$ cat config.mk
export PLATFORM = sky130hd
export DESIGN_NAME = snoop_bus_arbiter
export DESIGN_NICKNAME = d
export VERILOG_FILES = /design/src/rtl/snoop_bus_arbiter.sv
export SDC_FILE = /design/constraint.sdc
export NUM_CORES = 1
export LEC_CHECK = 0
export ABC_AREA = 1
export BUFFER_PORTS_ARGS = -buffer_cell sky130_fd_sc_hd__buf_2
export CAP_MARGIN = 15
export CORE_ASPECT_RATIO = 1.1
export CORE_MARGIN = 4
export CORE_UTILIZATION = 45
export DETAILED_ROUTE_END_ITERATION = 8
export PLACE_DENSITY = 0.88
export SKIP_CTS_REPAIR_TIMING = 1
export SYNTH_ARGS = -nofsm -noshare
export SYNTH_HDL_FRONTEND = slang
export SYNTH_SLANG_ARGS = --single-unit
export TNS_END_PERCENT = 30
$ cat constraint.sdc
create_clock -name clk -period 4.2 [get_ports clk]
set_clock_uncertainty 0.15 [all_clocks]
set_input_delay 0.84 -clock clk [delete_from_list [all_inputs] [get_ports clk]]
set_output_delay 0.84 -clock clk [all_outputs]
set_load 0.01 [all_outputs]
$ cat src/rtl/snoop_bus_arbiter.sv
// Round-robin bus arbiter for two MSI cores: grants ownership, routes the owner's
// transaction to the other core's snoop port and returns hit/flush data to the owner.
module snoop_bus_arbiter #(
    parameter int MAX_TENURE = 64
) (
    input  logic        clk,
    input  logic        reset,
    input  logic        req_core_0,
    input  logic        req_core_1,
    output logic        grant_0,
    output logic        grant_1,
    input  logic [31:0] bus_data_out_0,
    input  logic [31:0] bus_data_out_1,
    input  logic [31:0] bus_address_out_0,
    input  logic [31:0] bus_address_out_1,
    input  logic [1:0]  bus_operation_out_0,
    input  logic [1:0]  bus_operation_out_1,
    input  logic        cache_hit_out_0,
    input  logic        cache_hit_out_1,
    input  logic        flush_out_0,
    input  logic        flush_out_1,
    output logic [31:0] bus_data_in_0,
    output logic [31:0] bus_data_in_1,
    output logic [31:0] bus_address_in_0,
    output logic [31:0] bus_address_in_1,
    output logic [1:0]  bus_operation_in_0,
    output logic [1:0]  bus_operation_in_1,
    output logic        cache_hit_in_0,
    output logic        cache_hit_in_1,
    output logic        owner,
    output logic        bus_busy,
    output logic        tenure_error
);

    typedef enum logic [1:0] {IDLE, OWN, TURN} state_t;

    localparam logic [1:0] OP_NONE = 2'b11;
    localparam logic [7:0] MAX_CNT = 8'(MAX_TENURE);

    state_t      state, state_next;
    logic        last_owner, last_owner_next;
    logic        owner_next, owner_req;
    logic [7:0]  count, count_next;
    logic        tenure_error_next, bus_busy_next;
    logic        grant_0_next, grant_1_next;
    logic [31:0] data_in_0_next, data_in_1_next;
    logic [31:0] address_in_0_next, address_in_1_next;
    logic [1:0]  operation_in_0_next, operation_in_1_next;
    logic        hit_in_0_next, hit_in_1_next;

    assign owner_req = owner ? req_core_1 : req_core_0;

    always_comb begin
        state_next        = state;
        owner_next        = owner;
        last_owner_next   = last_owner;
        count_next        = count;
        tenure_error_next = tenure_error;
        case (state)
            IDLE: begin
                // On a tie the core that did not own the bus last time wins
                if (req_core_0 && (!req_core_1 || last_owner)) begin
                    owner_next = 1'b0;
                end else if (req_core_1) begin
                    owner_next = 1'b1;
                end
                if (req_core_0 || req_core_1) begin
                    state_next      = OWN;
                    last_owner_next = owner_next;
                    count_next      = 8'd1;
                end
            end
            OWN: begin
                if (!owner_req) begin
                    state_next = TURN;
                    count_next = '0;
                end else begin
                    if (count != MAX_CNT) count_next = count + 8'd1;
                    if (count_next == MAX_CNT) tenure_error_next = 1'b1;
                end
            end
            TURN:    state_next = IDLE;
            default: state_next = IDLE;
        endcase
    end

    always_comb begin
        grant_0_next        = (state_next == OWN) && !owner_next;
        grant_1_next        = (state_next == OWN) && owner_next;
        bus_busy_next       = (state_next != IDLE);
        data_in_0_next      = '0;
        data_in_1_next      = '0;
        address_in_0_next   = '0;
        address_in_1_next   = '0;
        operation_in_0_next = OP_NONE;
        operation_in_1_next = OP_NONE;
        hit_in_0_next       = 1'b0;
        hit_in_1_next       = 1'b0;
        // Routing only while a tenure continues; grant and release edges show idle values
        if (state == OWN && state_next == OWN) begin
            if (!owner) begin
                address_in_1_next   = bus_address_out_0;
                operation_in_1_next = bus_operation_out_0;
                data_in_1_next      = bus_data_out_0;
                hit_in_0_next       = cache_hit_out_1;
                data_in_0_next      = flush_out_1 ? bus_data_out_1 : '0;
            end else begin
                address_in_0_next   = bus_address_out_1;
                operation_in_0_next = bus_operation_out_1;
                data_in_0_next      = bus_data_out_1;
                hit_in_1_next       = cache_hit_out_0;
                data_in_1_next      = flush_out_0 ? bus_data_out_0 : '0;
            end
        end
    end

    always_ff @(posedge clk) begin
        if (reset) begin
            state              <= IDLE;
            owner              <= 1'b0;
            last_owner         <= 1'b1;
            count              <= '0;
            tenure_error       <= 1'b0;
            bus_busy           <= 1'b0;
            grant_0            <= 1'b0;
            grant_1            <= 1'b0;
            bus_data_in_0      <= '0;
            bus_data_in_1      <= '0;
            bus_address_in_0   <= '0;
            bus_address_in_1   <= '0;
            bus_operation_in_0 <= OP_NONE;
            bus_operation_in_1 <= OP_NONE;
            cache_hit_in_0     <= 1'b0;
            cache_hit_in_1     <= 1'b0;
        end else begin
            state              <= state_next;
            owner              <= owner_next;
            last_owner         <= last_owner_next;
            count              <= count_next;
            tenure_error       <= tenure_error_next;
            bus_busy           <= bus_busy_next;
            grant_0            <= grant_0_next;
            grant_1            <= grant_1_next;
            bus_data_in_0      <= data_in_0_next;
            bus_data_in_1      <= data_in_1_next;
            bus_address_in_0   <= address_in_0_next;
            bus_address_in_1   <= address_in_1_next;
            bus_operation_in_0 <= operation_in_0_next;
            bus_operation_in_1 <= operation_in_1_next;
            cache_hit_in_0     <= hit_in_0_next;
            cache_hit_in_1     <= hit_in_1_next;
        end
    end

endmodule
==> metrics.md, run 1 <==
| Metric | Value |
|---|---|
| DRC | `0` |
| Clock root buffer | `clkbuf_8` |
| Worst Hold End | `tenure_error` |
| RSZ-0062 raised after global routing | `no` |
| Ratio of cells with drive above 1 in the final layout | `41.4%` |
| Worst hold slack | `0.309 ns` |
| Final setup viols | `0` |
| Die area | `0.0122 mm2` |
| DR iter-0 viols | `190` |
| Critical path peak fanout | `40` |
| Maximum VDD drop | `260 uV` |
| Hold Path Origin | `tenure_error` |
| Gate count after technology mapping | `537` |
| Max-slew violations | `0` |
| Most common cell after layout, fill and taps aside | `buf_2` |
| Port Buf Inserts | `278` |
| # rows | `38` |
| Clock buffer depth | `2` |
| Pleak | `3.82 nW` |
| Measured slew at the worst slew-check pin | `0.810 ns` |
| Hpwl dp | `10300 um` |
| Core area | `0.0100 mm2` |
| R2r endpoint | `bus_data_in_0[17]` |
| CTS tree | `yes` |
| First-pass GRT wire length | `20300 um` |
| Wire per inst | `13.7 um` |
| Gr usage total | `21.7%` |
| DR pass1 iterations | `4` |
| Pin count of the biggest net entering global routing | `41` |
| Final core utilization | `67.4%` |
| Vias in the first global route | `4144` |
| Synthesis-stage register bit count | `150` |
| Initial antenna violation count | `0` |
| Synthesized area | `0.00470 mm2` |
| Ys Warns | `0` |
| Tmin final | `2.36 ns` |
| Nature of the critical path startpoint | `flop` |
| Final period utilization | `56.2%` |
| Vias post-DR | `4142` |
| Sequential fraction of the synthesis area | `63.8%` |
| Syn Nets | `679` |
| Reg2reg start | `owner` |
| Final nets | `960` |
| CP endpoint kind | `flop` |
| Grt ovf | `0` |
| Final Hold Fails | `0` |
| H-tree levels | `4` |
| Crit path required time | `4.49 ns` |
| Path type of the worst min-delay path | `reg2reg` |
| Rel. slew slack | `45.9%` |
| Starting density of the core | `46.9%` |
| Antenna Cells | `0` |
| Most frequent cells in the layout | `278 x buf_2, 150 x dfxtp_1, 147 x nor2_1` |
| Syn avg cell area | `8.76 um2` |
| Die Ht | `115 um` |
| I/O Pins | `279` |
| Placer Congestion | `0.915` |
| Total wire length | `13300 um` |
| Clk sink count | `150` |
| FF-to-FF path depth | `7` |
| Hold path depth | `2` |
| Fmax | `424 MHz` |
| Via/cell ratio | `4.27` |
| CP Class | `reg2reg` |
| Yosys cell types | `26` |
| Die width | `105 um` |
| Setup_tns | `0 ns` |
| Layout area overhead | `43.7%` |
| TritonCTS Buffers | `17` |
| Clk_lat worst skew | `0.51 ns` |
| Filler instances | `813` |
| Pwr/cell area | `487 mW/mm2` |
| Status | `finished clean` |
| Max cap viols | `0` |
| Clock slew at reported path FFs | `0.06 ns` |
| Slack of the worst reg-to-reg path | `1.84 ns` |
| Worst Path Arrival | `2.65 ns` |
| DRT antenna net count | `0` |
power breakdown:
group	switching [mW]	internal, mW	leakage, nW
combinational	0.145	0.103	2.30
clock	0.588	0.973	0.305
sequential	0.0149	1.47	1.21
total	0.748	2.54	3.82
metal layers:
layer	GRT usage, %	vias to the layer above	wire length (um)
li1	-	2128	-
met1	23.2	1816	5020
met2	38.8	181	7020
met3	8.87	17	1150
met4	7.44	0	158
met5	0	-	0
critical path: stages, from the launching register on:
cell and delay (ns):
dfxtp_1 0.52, o21ai_2 0.13, nor2_4 0.14, nand2_4 0.09, inv_2 0.60, buf_4 0.42
nand2_1 0.11, nor2_1 0.10
metrics by stage:
stage / setup slack (ns) / instance area (um2) / total power, mW / instances
floorplan: 2.27 / 4700 / 1.64 / 537
global placement: 1.47 / 6130 / 1.75 / 938
detailed placement: 1.38 / 6130 / 1.76 / 938
CTS: 1.82 / 6750 / 3.32 / 970
global route: 1.63 / 6760 / 3.42 / 971
finish: 1.84 / 6760 / 3.29 / 971
cell usage after synthesis:
| cell | instances | area, um2 |
|---|---|---|
| nand2_1 | 67 | 251 |
| buf_12 | 2 | 40.0 |
| buf_2 | 4 | 20.0 |
| inv_2 | 3 | 11.3 |
| xor2_1 | 1 | 8.76 |
| nand3_1 | 12 | 60.1 |
| ha_1 | 2 | 25.0 |
| o21ai_2 | 1 | 8.76 |
| buf_8 | 1 | 15.0 |
| o21ai_1 | 2 | 10.0 |
| o21bai_1 | 1 | 7.51 |
| inv_1 | 83 | 312 |
| or2_2 | 4 | 25.0 |
| a21oi_1 | 2 | 10.0 |
| nor2_4 | 1 | 11.3 |
| o22ai_1 | 3 | 18.8 |
| nor2_1 | 149 | 559 |
| or2_1 | 1 | 6.26 |
| dfxtp_1 | 150 | 3000 |
| o21ai_0 | 14 | 70.1 |
| nand2_2 | 20 | 125 |
| nand2_4 | 1 | 11.3 |
| nor3b_1 | 1 | 7.51 |
| buf_6 | 5 | 56.3 |
| clkbuf_1 | 6 | 22.5 |
| buf_4 | 1 | 7.51 |
worst max path at each step:
stage,startpoint,to,cells after the start
detailed placement,req_core_1,bus_data_in_0[19],10
global route,owner,bus_data_in_1[11],7
finish,owner,bus_data_in_0[17],7
CTS,owner,bus_data_in_0[17],7
floorplan,req_core_1,bus_operation_in_1[0],8
global placement,req_core_1,bus_data_in_1[5],10
logic make-up after synthesis:
group	after synthesis	synth area share (%)
flip-flops	150	63.8
AO/OA/AOI/OAI	23	2.66
adder cells (fa/ha/maj)	2	0.532
buffers and inverters	105	10.3
XOR/XNOR	1	0.186
AND/OR/NAND/NOR	256	22.5
sequential cells by signal (all words and copies together), names as in the netlist:
register / count
bus_data_in_1: 32
cache_hit_in_0: 1
grant_0: 1
owner: 1
bus_address_in_1: 32
bus_operation_in_0: 2
bus_operation_in_1: 2
bus_data_in_0: 32
tenure_error: 1
cache_hit_in_1: 1
state: 2
grant_1: 1
last_owner: 1
count: 8
bus_busy: 1
bus_address_in_0: 32
final cells by class:
| type | count | area (um2) | share of cell area [%] |
|---|---|---|---|
| Inverter | 86 | 323 | 4.78 |
| Timing Repair Buffer | 281 | 1420 | 21.0 |
| Clock inverter | 14 | 199 | 2.94 |
| Tap cell | 140 | 175 | 2.59 |
| Clock buffer | 18 | 418 | 6.18 |
| Sequential cell | 150 | 3000 | 44.4 |
| Multi-Input combinational cell | 282 | 1220 | 18.1 |
Power figures use the tool's default switching activity.
==> run 2, diff against run 1 <==
CORE_UTILIZATION = 43   (was 45)
PLACE_DENSITY = 0.84   (was 0.88)
clock period = 2.3 ns   (was 4.2 ns; I/O delays follow)
==> metrics.md, run 2 (synthesized netlist as in run 1, its figures left out) <==
| Metric | Value |
|---|---|
| Vias post-DR | `4163` |
| Total power | `5.71 mW` |
| Measured slew at the worst slew-check pin | `0.530 ns` |
| Maximum VDD drop | `498 uV` |
| TritonCTS Buffers | `17` |
| RSZ-0062 raised after global routing | `no` |
| CTS tree | `yes` |
| Tmin final | `1.78 ns` |
| Wire per inst | `13.3 um` |
| Total wire length | `13000 um` |
| Hpwl dp | `10100 um` |
| CP Class | `reg2reg` |
| Max cap viols | `0` |
| Die area | `0.0127 mm2` |
| Pre-CTS setup slack | `0.360 ns` |
| Max-slew violations | `0` |
| DR pass1 iterations | `4` |
| Final core utilization | `64.1%` |
| I/O Pins | `279` |
| Critical Path Max Stage Delay | `0.34 ns` |
| FF-to-FF path depth | `7` |
| Critical path peak fanout | `35` |
| Grt ovf | `0` |
| # rows | `39` |
| Post-route cell area | `0.00675 mm2` |
| Clk_lat worst skew | `0.40 ns` |
| Starting density of the core | `44.6%` |
| Gr usage total | `19.9%` |
| Post-Layout Cell Count | `979` |
| Nature of the critical path startpoint | `flop` |
| Placer Congestion | `0.870` |
| Crit-path slowest cell | `or2_2` |
| Crit path required time | `2.44 ns` |
| Filler instances | `889` |
| Core area | `0.0105 mm2` |
| Clock slew at reported path FFs | `0.06 ns` |
| Reg2reg start | `state[1]` |
| Slack of the worst reg-to-reg path | `0.52 ns` |
| Final Worst Setup Slack | `0.523 ns` |
| CP endpoint kind | `flop` |
| Via/cell ratio | `4.25` |
| Die width | `108 um` |
| DRT antenna net count | `0` |
| Final Hold Fails | `0` |
| Vias in the first global route | `3999` |
| Most frequent cells in the layout | `278 x buf_2, 150 x dfxtp_1, 147 x nor2_1` |
| Pwr/cell area | `846 mW/mm2` |
| Worst hold slack | `0.0884 ns` |
| Final setup viols | `0` |
| Port Buf Inserts | `278` |
| Most common cell after layout, fill and taps aside | `buf_2` |
| Initial antenna violation count | `1` |
| Pleak | `3.79 nW` |
| Fmax | `563 MHz` |
| DRC | `0` |
| Layout area overhead | `43.5%` |
| Final nets | `964` |
| Crit path launch | `state[1]` |
| Ratio of cells with drive above 1 in the final layout | `41.8%` |
| Final period utilization | `77.2%` |
| DR iter-0 viols | `253` |
| Path type of the worst min-delay path | `in2reg` |
| Clock root buffer | `clkbuf_16` |
| Status | `finished clean` |
| Clk sink count | `150` |
| First-pass GRT wire length | `19900 um` |
| Pin count of the biggest net entering global routing | `58` |
| Setup_tns | `0 ns` |
| Die Ht | `118 um` |
| Hold Path Origin | `bus_operation_out_1[0]` |
| Hold path depth | `2` |
| Rel. slew slack | `64.6%` |
| H-tree levels | `4` |
| Worst Path Arrival | `1.92 ns` |
| Worst-path cell chain | `inv_1, nand2_1, nor2_4, nand2_4, nor2_1, inv_2, or2_2` |
| Placed Cells | `946` |
| R2r endpoint | `bus_operation_in_1[1]` |
| Worst Hold End | `bus_operation_in_0[0]` |
| Clock buffer depth | `2` |
| Area after DPL | `0.00619 mm2` |
[run 2: report_power, final]
part	leakage (nW)	switching, mW	internal [mW]
Sequential	1.21	0.0228	2.68
Clock	0.258	1.11	1.43
Combinational	2.32	0.271	0.199
Total	3.79	1.41	4.31
[run 2: worst max path at each step]
stage | depth (start not counted) | end | slack, ns
after global placement | 9 | bus_operation_in_1[1] | 0.38
after global routing | 8 | tenure_error | 0.37
after detailed placement | 8 | bus_address_in_0[26] | 0.36
after CTS | 7 | bus_operation_in_1[1] | 0.53
after floorplan | 8 | bus_operation_in_1[0] | 0.75
final | 7 | bus_operation_in_1[1] | 0.52
[run 2: layer usage]
| metal | wire length (um) | up-vias | GRT usage [%] |
|---|---|---|---|
| met5 | 0 | - | 0 |
| met4 | 288 | 0 | 7.89 |
| met3 | 1230 | 23 | 8.28 |
| met2 | 6530 | 185 | 34.1 |
| met1 | 4930 | 1816 | 21.5 |
| li1 | - | 2139 | - |
[run 2: critical path, delay by kind of cell (launching register included)]
kind | cells | cell delay (ns)
and+or+nand+nor | 5 | 0.90
DFF | 1 | 0.31
buffers and inverters | 2 | 0.29
[run 2: cell type report]
cell class | count | area, um2 | share of cell area, %
Tap cell | 143 | 179 | 2.65
Multi-Input combinational cell | 282 | 1220 | 18.1
Antenna cell | 1 | 2.50 | 0.0371
Inverter | 86 | 323 | 4.78
Timing Repair Buffer | 285 | 1470 | 21.8
Clock inverter | 14 | 115 | 1.70
Clock buffer | 18 | 439 | 6.50
Sequential cell | 150 | 3000 | 44.5
==> run 3, diff against run 2 <==
ABC_AREA = 0   (was 1)
CORE_UTILIZATION = 42   (was 43)
clock period = 1.7 ns   (was 2.3 ns; I/O delays follow)
==> metrics.md, run 3 <==
| Metric | Value |
|---|---|
| Status | `finished, violations left` |
| Violated checks | `negative hold slack, negative setup slack` |
| Core area | `0.0104 mm2` |
| Hpwl dp | `9610 um` |
| Gate count after technology mapping | `384` |
| Gr usage total | `18.7%` |
| Post-route cell area | `0.00785 mm2` |
| Syn avg cell area | `11.7 um2` |
| Final nets | `929` |
| Total wire length | `15800 um` |
| Pwr/cell area | `1020 mW/mm2` |
| Initial antenna violation count | `0` |
| Path type of the worst min-delay path | `in2reg` |
| Most common cell after layout, fill and taps aside | `buf_2` |
| Placer Congestion | `0.866` |
| Measured slew at the worst slew-check pin | `0.461 ns` |
| Post-synth EDFFs | `0` |
| Worst hold slack | `-0.00839 ns` |
| Port Buf Inserts | `278` |
| # rows | `39` |
| Final Worst Setup Slack | `-0.00178 ns` |
| RSZ-0062 raised after global routing | `yes` |
| Starting density of the core | `43.1%` |
| Post-Layout Cell Count | `942` |
| Area after DPL | `0.00619 mm2` |
| Async SR Flop Fraction | `0%` |
| Final setup viols | `1` |
| Final Hold Fails | `4` |
| DR iter-0 viols | `187` |
| Rel. slew slack | `69.0%` |
| Hold Path Origin | `bus_address_out_0[19]` |
| CP endpoint kind | `flop` |
| Setup_tns | `-0.00178 ns` |
| Crit path required time | `1.88 ns` |
| Crit path launch | `owner` |
| Ys Warns | `0` |
| Sequential fraction of the synthesis area | `67.1%` |
| Pre-CTS setup slack | `-0.0723 ns` |
| Post-synth top area share | `67.1%` |
| Clk network pwr share | `45.9%` |
| Reg2reg start | `owner` |
| Maximum VDD drop | `646 uV` |
| Switching share of power | `21.7%` |
| Vias post-DR | `4258` |
| Count leader, synth | `dfxtp_1` |
| NetSw | `1.74 mW` |
| Final core utilization | `75.5%` |
| TritonCTS Buffers | `17` |
| DRC | `0` |
| Placed Cells | `812` |
| H-tree levels | `4` |
| Via/cell ratio | `4.52` |
| Synthesized area | `0.00448 mm2` |
| Clock slew at reported path FFs | `0.06 ns` |
| DRT antenna net count | `0` |
| Worst Path Arrival | `1.88 ns` |
| CTS tree | `yes` |
| Multi-input logic area | `0.00142 mm2` |
| Most frequent cells in the layout | `278 x buf_2, 146 x dfxtp_1, 130 x and2_1` |
| Clock root buffer | `clkbuf_16` |
| CP Class | `reg2reg` |
| Grt ovf | `0` |
| Die Ht | `116 um` |
| Nature of the critical path startpoint | `flop` |
| First-pass GRT wire length | `17900 um` |
| Layout area overhead | `75.2%` |
| Total power | `8.01 mW` |
| Pin count of the biggest net entering global routing | `34` |
| Yosys cell types | `38` |
| Clock buffer depth | `2` |
| DR pass1 iterations | `4` |
| Final period utilization | `100%` |
| Fmax | `588 MHz` |
| Internal Power | `6.27 mW` |
| Comb power frac | `8.8%` |
| Seq pwr share | `45.3%` |
| Die area | `0.0124 mm2` |
| Die width | `106 um` |
| Clk_lat worst skew | `0.40 ns` |
| Synthesis-stage register bit count | `150` |
| Commonest cells in the synthesized netlist | `150 x dfxtp_1, 133 x and2_1, 9 x clkbuf_2` |
| Ratio of cells with drive above 1 in the final layout | `44.1%` |
| I/O Pins | `279` |
| Syn Nets | `526` |
| Pleak | `3.95 nW` |
| Critical path peak fanout | `33` |
| Predominant post-synthesis flop cell | `dfxtp_1` |
| Post-synth top area cell | `dfxtp_1` |
| Wire per inst | `16.8 um` |
| Antenna Cells | `0` |
| Register Area | `0.00301 mm2` |
| Synth area leaders | `dfxtp_1 67%, and2_1 19%, clkbuf_2 1.0%` |
| Tmin final | `1.70 ns` |
| Filler instances | `627` |
| Max cap viols | `0` |
| Vias in the first global route | `3761` |
| Max-slew violations | `0` |
| Clk sink count | `150` |
-- run 3: cell types whose count changed after synthesis, sizes merged, moves of 5 or more --
cell,delta
o21ai,-10
or3,+6
and2,+133
nand2,-81
nor2,-138
buf,-7
nand3,-10
a22o,+5
inv,-78
-- run 3: area by class of cell --
class                      count  area share, %
sequential                   150           38.3
timing repair buffer         400           33.4
multi-input combinational    210           18.1
clock buffer                  21           5.87
tap                          143           2.28
clock inverter                10           1.58
inverter                       8          0.383
-- run 3: logic make-up (layout without fill, tap and decap cells) --
group / Yosys count / in the layout / synth area share, %
buffers and inverters: 24 / 439 / 2.77
AOI/OAI and AO/OA: 29 / 29 / 4.81
adders and majority gates: 2 / 2 / 0.559
DFF: 150 / 150 / 67.1
and+or+nand+nor: 176 / 176 / 24.2
muxes: 1 / 1 / 0.224
xor gates and xnor gates: 2 / 2 / 0.391
-- run 3: metal layers --
metal  routed length, um  vias up  part of all wire [%]  GRT usage (%)
li1                    -     2025                     -              -
met1                5480     1982                    35           19.9
met2                8750      215                    55           33.9
met3                1180       36                   7.5           7.19
met4                 372        0                   2.4           6.91
met5                   0        -                     0              0
-- run 3: power groups by stage --
stage / Sequential [mW] / Combinational, mW / Clock (mW)
finish: 3.63 / 0.705 / 3.68
global route: 3.63 / 0.758 / 3.90
CTS: 3.62 / 0.484 / 3.70
detailed placement: 3.70 / 0.480 / 0
global placement: 3.70 / 0.470 / 0
floorplan: 3.74 / 0.143 / 0
-- run 3: critical path, cell delays in order, from the launching register on --
cell	delay [ns]
dfxtp_2	0.32
mux2i_1	0.12
or3_4	0.39
buf_12	0.17
nor2_4	0.10
buf_12	0.17
and2_1	0.19
-- run 3: worst paths after layout --
kind,cells past startpoint,slack (ns),to
max,6,-0.002,bus_address_in_0[30]
min reg2reg,2,0.34,tenure_error
max reg2reg,6,-0.002,bus_address_in_0[30]
min,2,-0.008,bus_address_in_1[19]
